## config.mk

```make
export PLATFORM = sky130hd
export DESIGN_NAME = fetch_unit
export DESIGN_NICKNAME = d
export VERILOG_FILES = /design/src/rtl/fetch_unit.sv
export SDC_FILE = /design/constraint.sdc
export NUM_CORES = 1
export LEC_CHECK = 0
export CAP_MARGIN = 10
export CORE_MARGIN = 2
export CORE_UTILIZATION = 51
export DETAILED_ROUTE_END_ITERATION = 12
export HOLD_SLACK_MARGIN = 0.05
export PLACE_DENSITY = 0.82
export SKIP_CTS_REPAIR_TIMING = 1
export SYNTH_ARGS = -nofsm -noshare
export SYNTH_HDL_FRONTEND = slang
export SYNTH_SLANG_ARGS = --single-unit
```

## constraint.sdc

```tcl
create_clock -name clk -period 2.3 [get_ports clk]
set_input_delay 0.46 -clock clk [delete_from_list [all_inputs] [get_ports clk]]
set_output_delay 0.46 -clock clk [all_outputs]
set_load 0.03 [all_outputs]
```

## src/rtl/fetch_unit.sv

```systemverilog
// Instruction-fetch stage: owns the fetch PC, issues rd/done reads to instruction
// memory and presents instr/pc/pc_plus_two to decode, with a one-entry skid buffer.
module fetch_unit #(
    parameter logic [15:0] RESET_PC = 16'h0000,
    parameter logic [4:0]  HALT_OPC = 5'b00000
) (
    input  logic        clk,
    input  logic        rst,
    input  logic [15:0] next_pc,
    input  logic        pc_load,
    input  logic        stall,
    output logic [15:0] imem_addr,
    output logic        imem_rd,
    input  logic [15:0] imem_data,
    input  logic        imem_done,
    output logic [15:0] instr,
    output logic [15:0] pc,
    output logic [15:0] pc_plus_two,
    output logic        instr_valid,
    output logic        halted
);

    typedef enum logic [2:0] {IDLE, WAIT, DROP, FULL, HALTED} state_t;

    state_t      state, state_nxt;
    logic [15:0] fetch_pc;
    logic [15:0] skid_instr, skid_pc;
    logic        slot_free, flush, complete;
    logic        capture, to_skid, skid_out;

    function automatic logic [15:0] pc_inc(input logic [15:0] a);
        return a + 16'd2;
    endfunction

    function automatic logic is_halt(input logic [15:0] word);
        return word[15:11] == HALT_OPC;
    endfunction

    assign slot_free = !(stall && instr_valid);
    assign flush     = pc_load && (state != HALTED);
    assign imem_addr = fetch_pc;
    assign halted    = (state == HALTED);

    always_comb begin
        state_nxt = state;
        imem_rd   = 1'b0;
        complete  = 1'b0;
        capture   = 1'b0;
        to_skid   = 1'b0;
        skid_out  = 1'b0;
        unique case (state)
            IDLE: begin
                // A same-cycle done is treated exactly like WAIT followed by done.
                if (!pc_load && slot_free && !rst) begin
                    imem_rd = 1'b1;
                    if (imem_done) complete = 1'b1;
                    else           state_nxt = WAIT;
                end
            end
            WAIT: begin
                imem_rd = 1'b1;
                if (pc_load)        state_nxt = imem_done ? IDLE : DROP;
                else if (imem_done) complete = 1'b1;
            end
            DROP: begin
                imem_rd = 1'b1;
                if (imem_done) state_nxt = IDLE;
            end
            FULL: begin
                if (pc_load) begin
                    state_nxt = IDLE;
                end else if (!stall) begin
                    skid_out  = 1'b1;
                    state_nxt = is_halt(skid_instr) ? HALTED : IDLE;
                end
            end
            HALTED: state_nxt = HALTED;
            default: state_nxt = IDLE;
        endcase
        if (complete) begin
            if (slot_free) begin
                capture   = 1'b1;
                state_nxt = is_halt(imem_data) ? HALTED : IDLE;
            end else begin
                to_skid   = 1'b1;
                state_nxt = FULL;
            end
        end
    end

    always_ff @(posedge clk) begin
        if (rst) begin
            state       <= IDLE;
            fetch_pc    <= RESET_PC;
            instr       <= 16'h0800;
            pc          <= 16'h0000;
            pc_plus_two <= 16'h0000;
            instr_valid <= 1'b0;
        end else begin
            state <= state_nxt;
            if (flush)         fetch_pc <= next_pc;
            else if (complete) fetch_pc <= pc_inc(fetch_pc);
            // Output slot is one-shot: a delivered instruction is dropped once taken.
            if (flush)                    instr_valid <= 1'b0;
            else if (capture || skid_out) instr_valid <= 1'b1;
            else if (!stall)              instr_valid <= 1'b0;
            if (capture) begin
                instr       <= imem_data;
                pc          <= fetch_pc;
                pc_plus_two <= pc_inc(fetch_pc);
            end else if (skid_out) begin
                instr       <= skid_instr;
                pc          <= skid_pc;
                pc_plus_two <= pc_inc(skid_pc);
            end
        end
    end

    always_ff @(posedge clk) begin
        if (to_skid) begin
            skid_instr <= imem_data;
            skid_pc    <= fetch_pc;
        end
    end

endmodule

```

* Yosys cells after proc, flatten, opt, wreduce, memory -nomap -nowiden
Cells that the tools add are included.
** Cells by class
- Multiplexer cells :: 35
- Reductions and logical operators :: 16
- Equality and inequality tests :: 11
- Add/subtract/negate cells :: 2
** Operators with widths (count)
- $mux W16 :: 8
- $add A16 B2 Y16 const B :: 2
- $mux W3 :: 10
- $ne A3 B3 Y1 const B :: 5
- $pmux W3 S5 :: 1
- $mux W1 :: 13
- $logic_not A5 Y1 :: 2
- $eq A3 B2 Y1 const B :: 2
- $reduce_and A5 Y1 :: 1
- $logic_and A1 B1 Y1 :: 4
- $ne A4 B4 Y1 const B :: 1
- $pmux W1 S2 :: 2
- $reduce_bool A2 Y1 :: 2
- $reduce_or A2 Y1 :: 2
- $eq A3 B1 Y1 const B :: 1
- $eq A3 B3 Y1 const B :: 1
- $logic_not A1 Y1 :: 3
- $logic_not A3 Y1 :: 1
- $mux W2 :: 1
- $ne A2 B1 Y1 const B :: 1
- $logic_or A1 B1 Y1 :: 1
** Storage, ports and cells
- Output and inout port bits :: 67
- Input bits :: 37
- Word-level logic and storage cells :: 72
- Register bits after elaboration :: 100

* Longest topological paths before layout
- Depth in word-level cells :: 9
- Mapped depth :: 8
- Mapped depth without buffers :: 6

* Worst setup path before layout
OpenSTA, ideal clock, no wires.
- Kind :: input -> output
- Start :: input rst
- End :: output imem_rd
- Buffers on the path :: 1
- Required time :: 1840 ps
- Data arrival time :: 1623 ps
- Stages :: 4
- Setup slack :: 217 ps
- Path through :: buf_2 > a211oi_2 > nor3_1 > a211oi_1
** Between the ends
- Word-level cells in the longest chain between the ends :: 4
** Ends and longest elaborated chain
- from (decl) :: RTL line 8 : input logic rst,
- $logic_not A1 Y1 :: RTL line 54 : if (!pc_load && slot_free && !rst) begin
- $logic_and A1 B1 Y1 :: RTL line 54
- $mux W1 :: RTL line 54
- $pmux W1 S2 :: RTL line 51 : unique case (state)
- to (decl) :: RTL line 13 : output logic imem_rd,
Every way passes these cells.

* Final worst setup path
- Start :: register fetch_pc[8] (netlist: imem_addr[8])
- End :: output imem_addr[8]
** RTL lines
- from (decl) :: RTL line 26 : logic [15:0] fetch_pc;
- from (signal assigned) :: RTL line 101 : if (flush) fetch_pc <= next_pc;
- from (signal assigned) :: RTL line 102 : else if (complete) fetch_pc <= pc_inc(fetch_pc);
- to (decl) :: RTL line 12 : output logic [15:0] imem_addr,
No word-level cell between the ends.

==> impl_metrics.json <==
{
  "status": "completed",
  "cts_max_level": 3,
  "r2r_cells": 6,
  "grt_pass1_wl_microns": 21000,
  "dieArea_sq_um": 9980,
  "relSlewSlack_pct": 52.5,
  "yosys.cell_types.count": 53,
  "root_buffer": "clkbuf_8",
  "cp_cell_sequence": "clkdlybuf4s50_1",
  "synth_cells": 492,
  "max_freq_mhz": 458,
  "initial_core_util_pct": 53.2,
  "cts.path.max_buffers": 2,
  "cts.sinks": 99,
  "grt_max_degree": 53,
  "ir_drop_mv": 0.309,
  "design.core.area_sq_um": 8810,
  "critPathBufInv": 1,
  "synth_edf_count": 32,
  "tightest_slew_ns": 0.713,
  "area_delta_synth_final_pct": 31.1,
  "dpl.hpwl_microns": 9190,
  "setup_viol": 0,
  "drtIter0Drc": 401,
  "reg2reg_slack_ns": 0.30,
  "final_area_sq_um": 6150,
  "grt_overflow": 0,
  "cpMaxStageDelayCell": "clkdlybuf4s50_1",
  "grt_pass1_vias": 4187,
  "post-route-drc-count": 0,
  "dr.pass1.iters": 5,
  "synth_compound_area_share_pct": 20.2,
  "gp_congestion": 0.858,
  "grt_antenna_before_repair": 0,
  "final_nets": 632,
  "cp.required_ns": 1.84,
  "rsz0062_at_grt": "no",
  "hold_path_depth": 2,
  "drive_above_1_share_pct": 11.5,
  "path_delay_family": "buffers and inverters",
  "ios": 104,
  "drt-wirelength-per-cell_microns": 18.3,
  "crit-reg2reg-launch": "imem_addr[1]$_SDFFE_PP0P_",
  "fin_skew_ns": 0.0110,
  "ant_nets": 0,
  "startpoint_type": "flip-flop",
  "crit_type": "reg -> out",
  "place_ws_ns": 0.00106,
  "fp.dieH_microns": 99.9,
  "end_kind": "output port",
  "arrival_ns": 1.72,
  "cap_violations": 0,
  "min_period_over_period_pct": 95.0,
  "cpPeakStageDelay_ns": 0.76,
  "placement.io_buffers": 103,
  "hold_path_end": "pc[6]$_SDFFE_PP0P_",
  "num_rows": 34,
  "synthAdderAreaFrac_pct": 0.534,
  "synthFlopType": "dfxtp_1",
  "clk_latency_ns": 0.37,
  "dieWidth_microns": 99.9,
  "clk_pin_slew_ns": 0.10,
  "ys_seq_elements": 99,
  "hold_viol_final": 0,
  "cts_buffers": 9,
  "cts_tree": "yes",
  "hold_path.startpoint": "pc[6]$_SDFFE_PP0P_",
  "avgSynthCellArea_sq_um": 9.53,
  "muxShareOfSynthArea_pct": 0.854,
  "diodes": 0,
  "drv_slew": 0,
  "synth-seq-area-share_pct": 49.1,
  "via_per_inst": 6.03,
  "yosysWarnings": 0,
  "yosys.area_share.simple_pct": 19.5,
  "min_period_ns": 2.18,
  "final_util_pct": 69.8,
  "p_per_area_nw_per_um2": 708,
  "synth_top_family_by_area": "compound AO/OA/AOI/OAI gates",
  "critPathMaxFanout": 10,
  "power.leakage_nw": 2.11,
  "hold_class": "reg -> reg",
  "placed_area_sq_um": 5950,
  "rr_endpoint": "imem_addr[13]$_SDFFE_PP0P_",
  "power.total_mw": 4.35,
  "finalHoldWorstSlack_ns": 0.493,
  "finalWirelength_microns": 12900,
  "synthArstFlopShare_pct": 0,
  "vias": 4257,
  "fill_cells": 645,
  "synth_xor_area_share_pct": 4.67,
  "fin_ws_ns": 0.115,
  "track_usage_pct": 26.6,
  "synth_area_sq_um": 4690,
  "synthesis.nets": 531
}
## final cells by class
class                           count  area (sq um)  share of cell area (%)
Sequential cell                    99          2300                    37.5
Multi-Input combinational cell    345          2160                    35.1
Tap cell                          108           135                    2.20
Clock buffer                       10           128                    2.08
Clock inverter                      6          65.1                    1.06
Inverter                           11          41.3                   0.672
Timing Repair Buffer              127          1320                    21.5
## stage by stage
| step | std cells | setup TNS, ns |
|---|---|---|
| floorplan | 492 | 0 |
| global placement | 690 | 0 |
| detailed placement | 690 | 0 |
| CTS | 706 | -0.147 |
| global route | 706 | 0 |
| finish | 706 | 0 |
## state kept, by name (all words and copies together), names as in the netlist
register / flops
imem_addr: 16
skid_instr: 16
pc_plus_two: 15
instr_valid: 1
skid_pc: 16
pc: 16
instr: 16
state: 3
## Yosys cell counts (3+ instances only)
cell type / n / area share (%)
xor2_1: 13 / 2.4
a32oi_1: 3 / 0.56
buf_6: 3 / 0.72
mux2i_1: 4 / 0.85
nand4_1: 4 / 0.53
nand2b_1: 3 / 0.40
o21ai_1: 8 / 0.85
a22oi_1: 5 / 0.80
a211oi_1: 12 / 1.9
nor2_1: 51 / 4.1
a311oi_1: 16 / 3.0
o21ai_0: 10 / 1.1
edfxtp_1: 32 / 20
inv_1: 11 / 0.88
xnor2_1: 12 / 2.2
nor4_1: 6 / 0.80
o211ai_1: 3 / 0.48
a21oi_1: 21 / 2.2
nor3_1: 10 / 1.1
nand2_1: 87 / 7.0
and3_1: 6 / 0.80
clkbuf_1: 9 / 0.72
a311oi_2: 20 / 6.4
dfxtp_1: 67 / 29
buf_2: 20 / 2.1
nand3_1: 18 / 1.9
buf_4: 3 / 0.48
## report_power, final
group | internal [mW] | total (mW) | switching, mW
combinational | 0.505 | 1.17 | 0.662
clock | 0.506 | 1.12 | 0.611
sequential | 1.94 | 2.07 | 0.130
total | 2.95 | 4.35 | 1.40
## metal layers
metal,wire length [microns],part of all wire [%],track usage (%),up-vias
li1,-,-,-,1986
met1,5670,44,36.1,2046
met2,6020,47,42.9,194
met3,944,7.3,5.01,31
met4,253,2.0,9.38,0
met5,0,0,0,-
## cells by family (layout without fill, tap and decap cells)
logic type                 after synthesis  after routing
adders and majority gates                2              2
AOI/OAI and AO/OA                      114            114
and+or+nand+nor                        200            200
xor gates and xnor gates                25             25
muxes                                    4              4
buffers and inverters                   48            154
DFF                                     99             99
## how the worst max path moves through the flow
stage                                          from                           to  slack, ns  depth (start not counted)
after global routing                        pc_load                      imem_rd      0.008                          5
final                     imem_addr[8]$_SDFFE_PP0P_                 imem_addr[8]       0.12                          1
after detailed placement                    pc_load           pc[8]$_SDFFE_PP0P_      0.001                          7
after global placement                      pc_load  pc_plus_two[6]$_SDFFE_PP0P_       0.04                          7
after floorplan                                 rst                      imem_rd       0.22                          4
after CTS                     state[2]$_SDFFE_PP0P_                       halted      -0.15                          3
## cells in the final DEF (no fill, tap or decap), types with 2 or more instances in the layout
cell type          n
o21ai_1            8
o31ai_1            2
a311oi_2          20
and2_1             2
nand3_1           18
xnor2_1           12
o21ai_0           10
a311oi_1          16
nand4_1            4
a22oi_1            5
o221ai_1           2
buf_4             16
nor2_1            50
nor3_1            10
a211oi_1          12
o211ai_1           3
xor2_1            13
clkdlybuf4s50_1  100
dfxtp_1           67
and3_1             6
a21oi_1           21
nor2b_1            2
or3b_1             2
nand2b_1           3
mux2i_1            4
edfxtp_1          32
o31a_1             2
ha_1               2
a32oi_1            3
nor4_1             6
clkinv_2           2
inv_1             11
a31oi_1            2
buf_12             9
nand2_1           86
clkbuf_8           9
No activity file was read; power rests on OpenSTA's default activity.
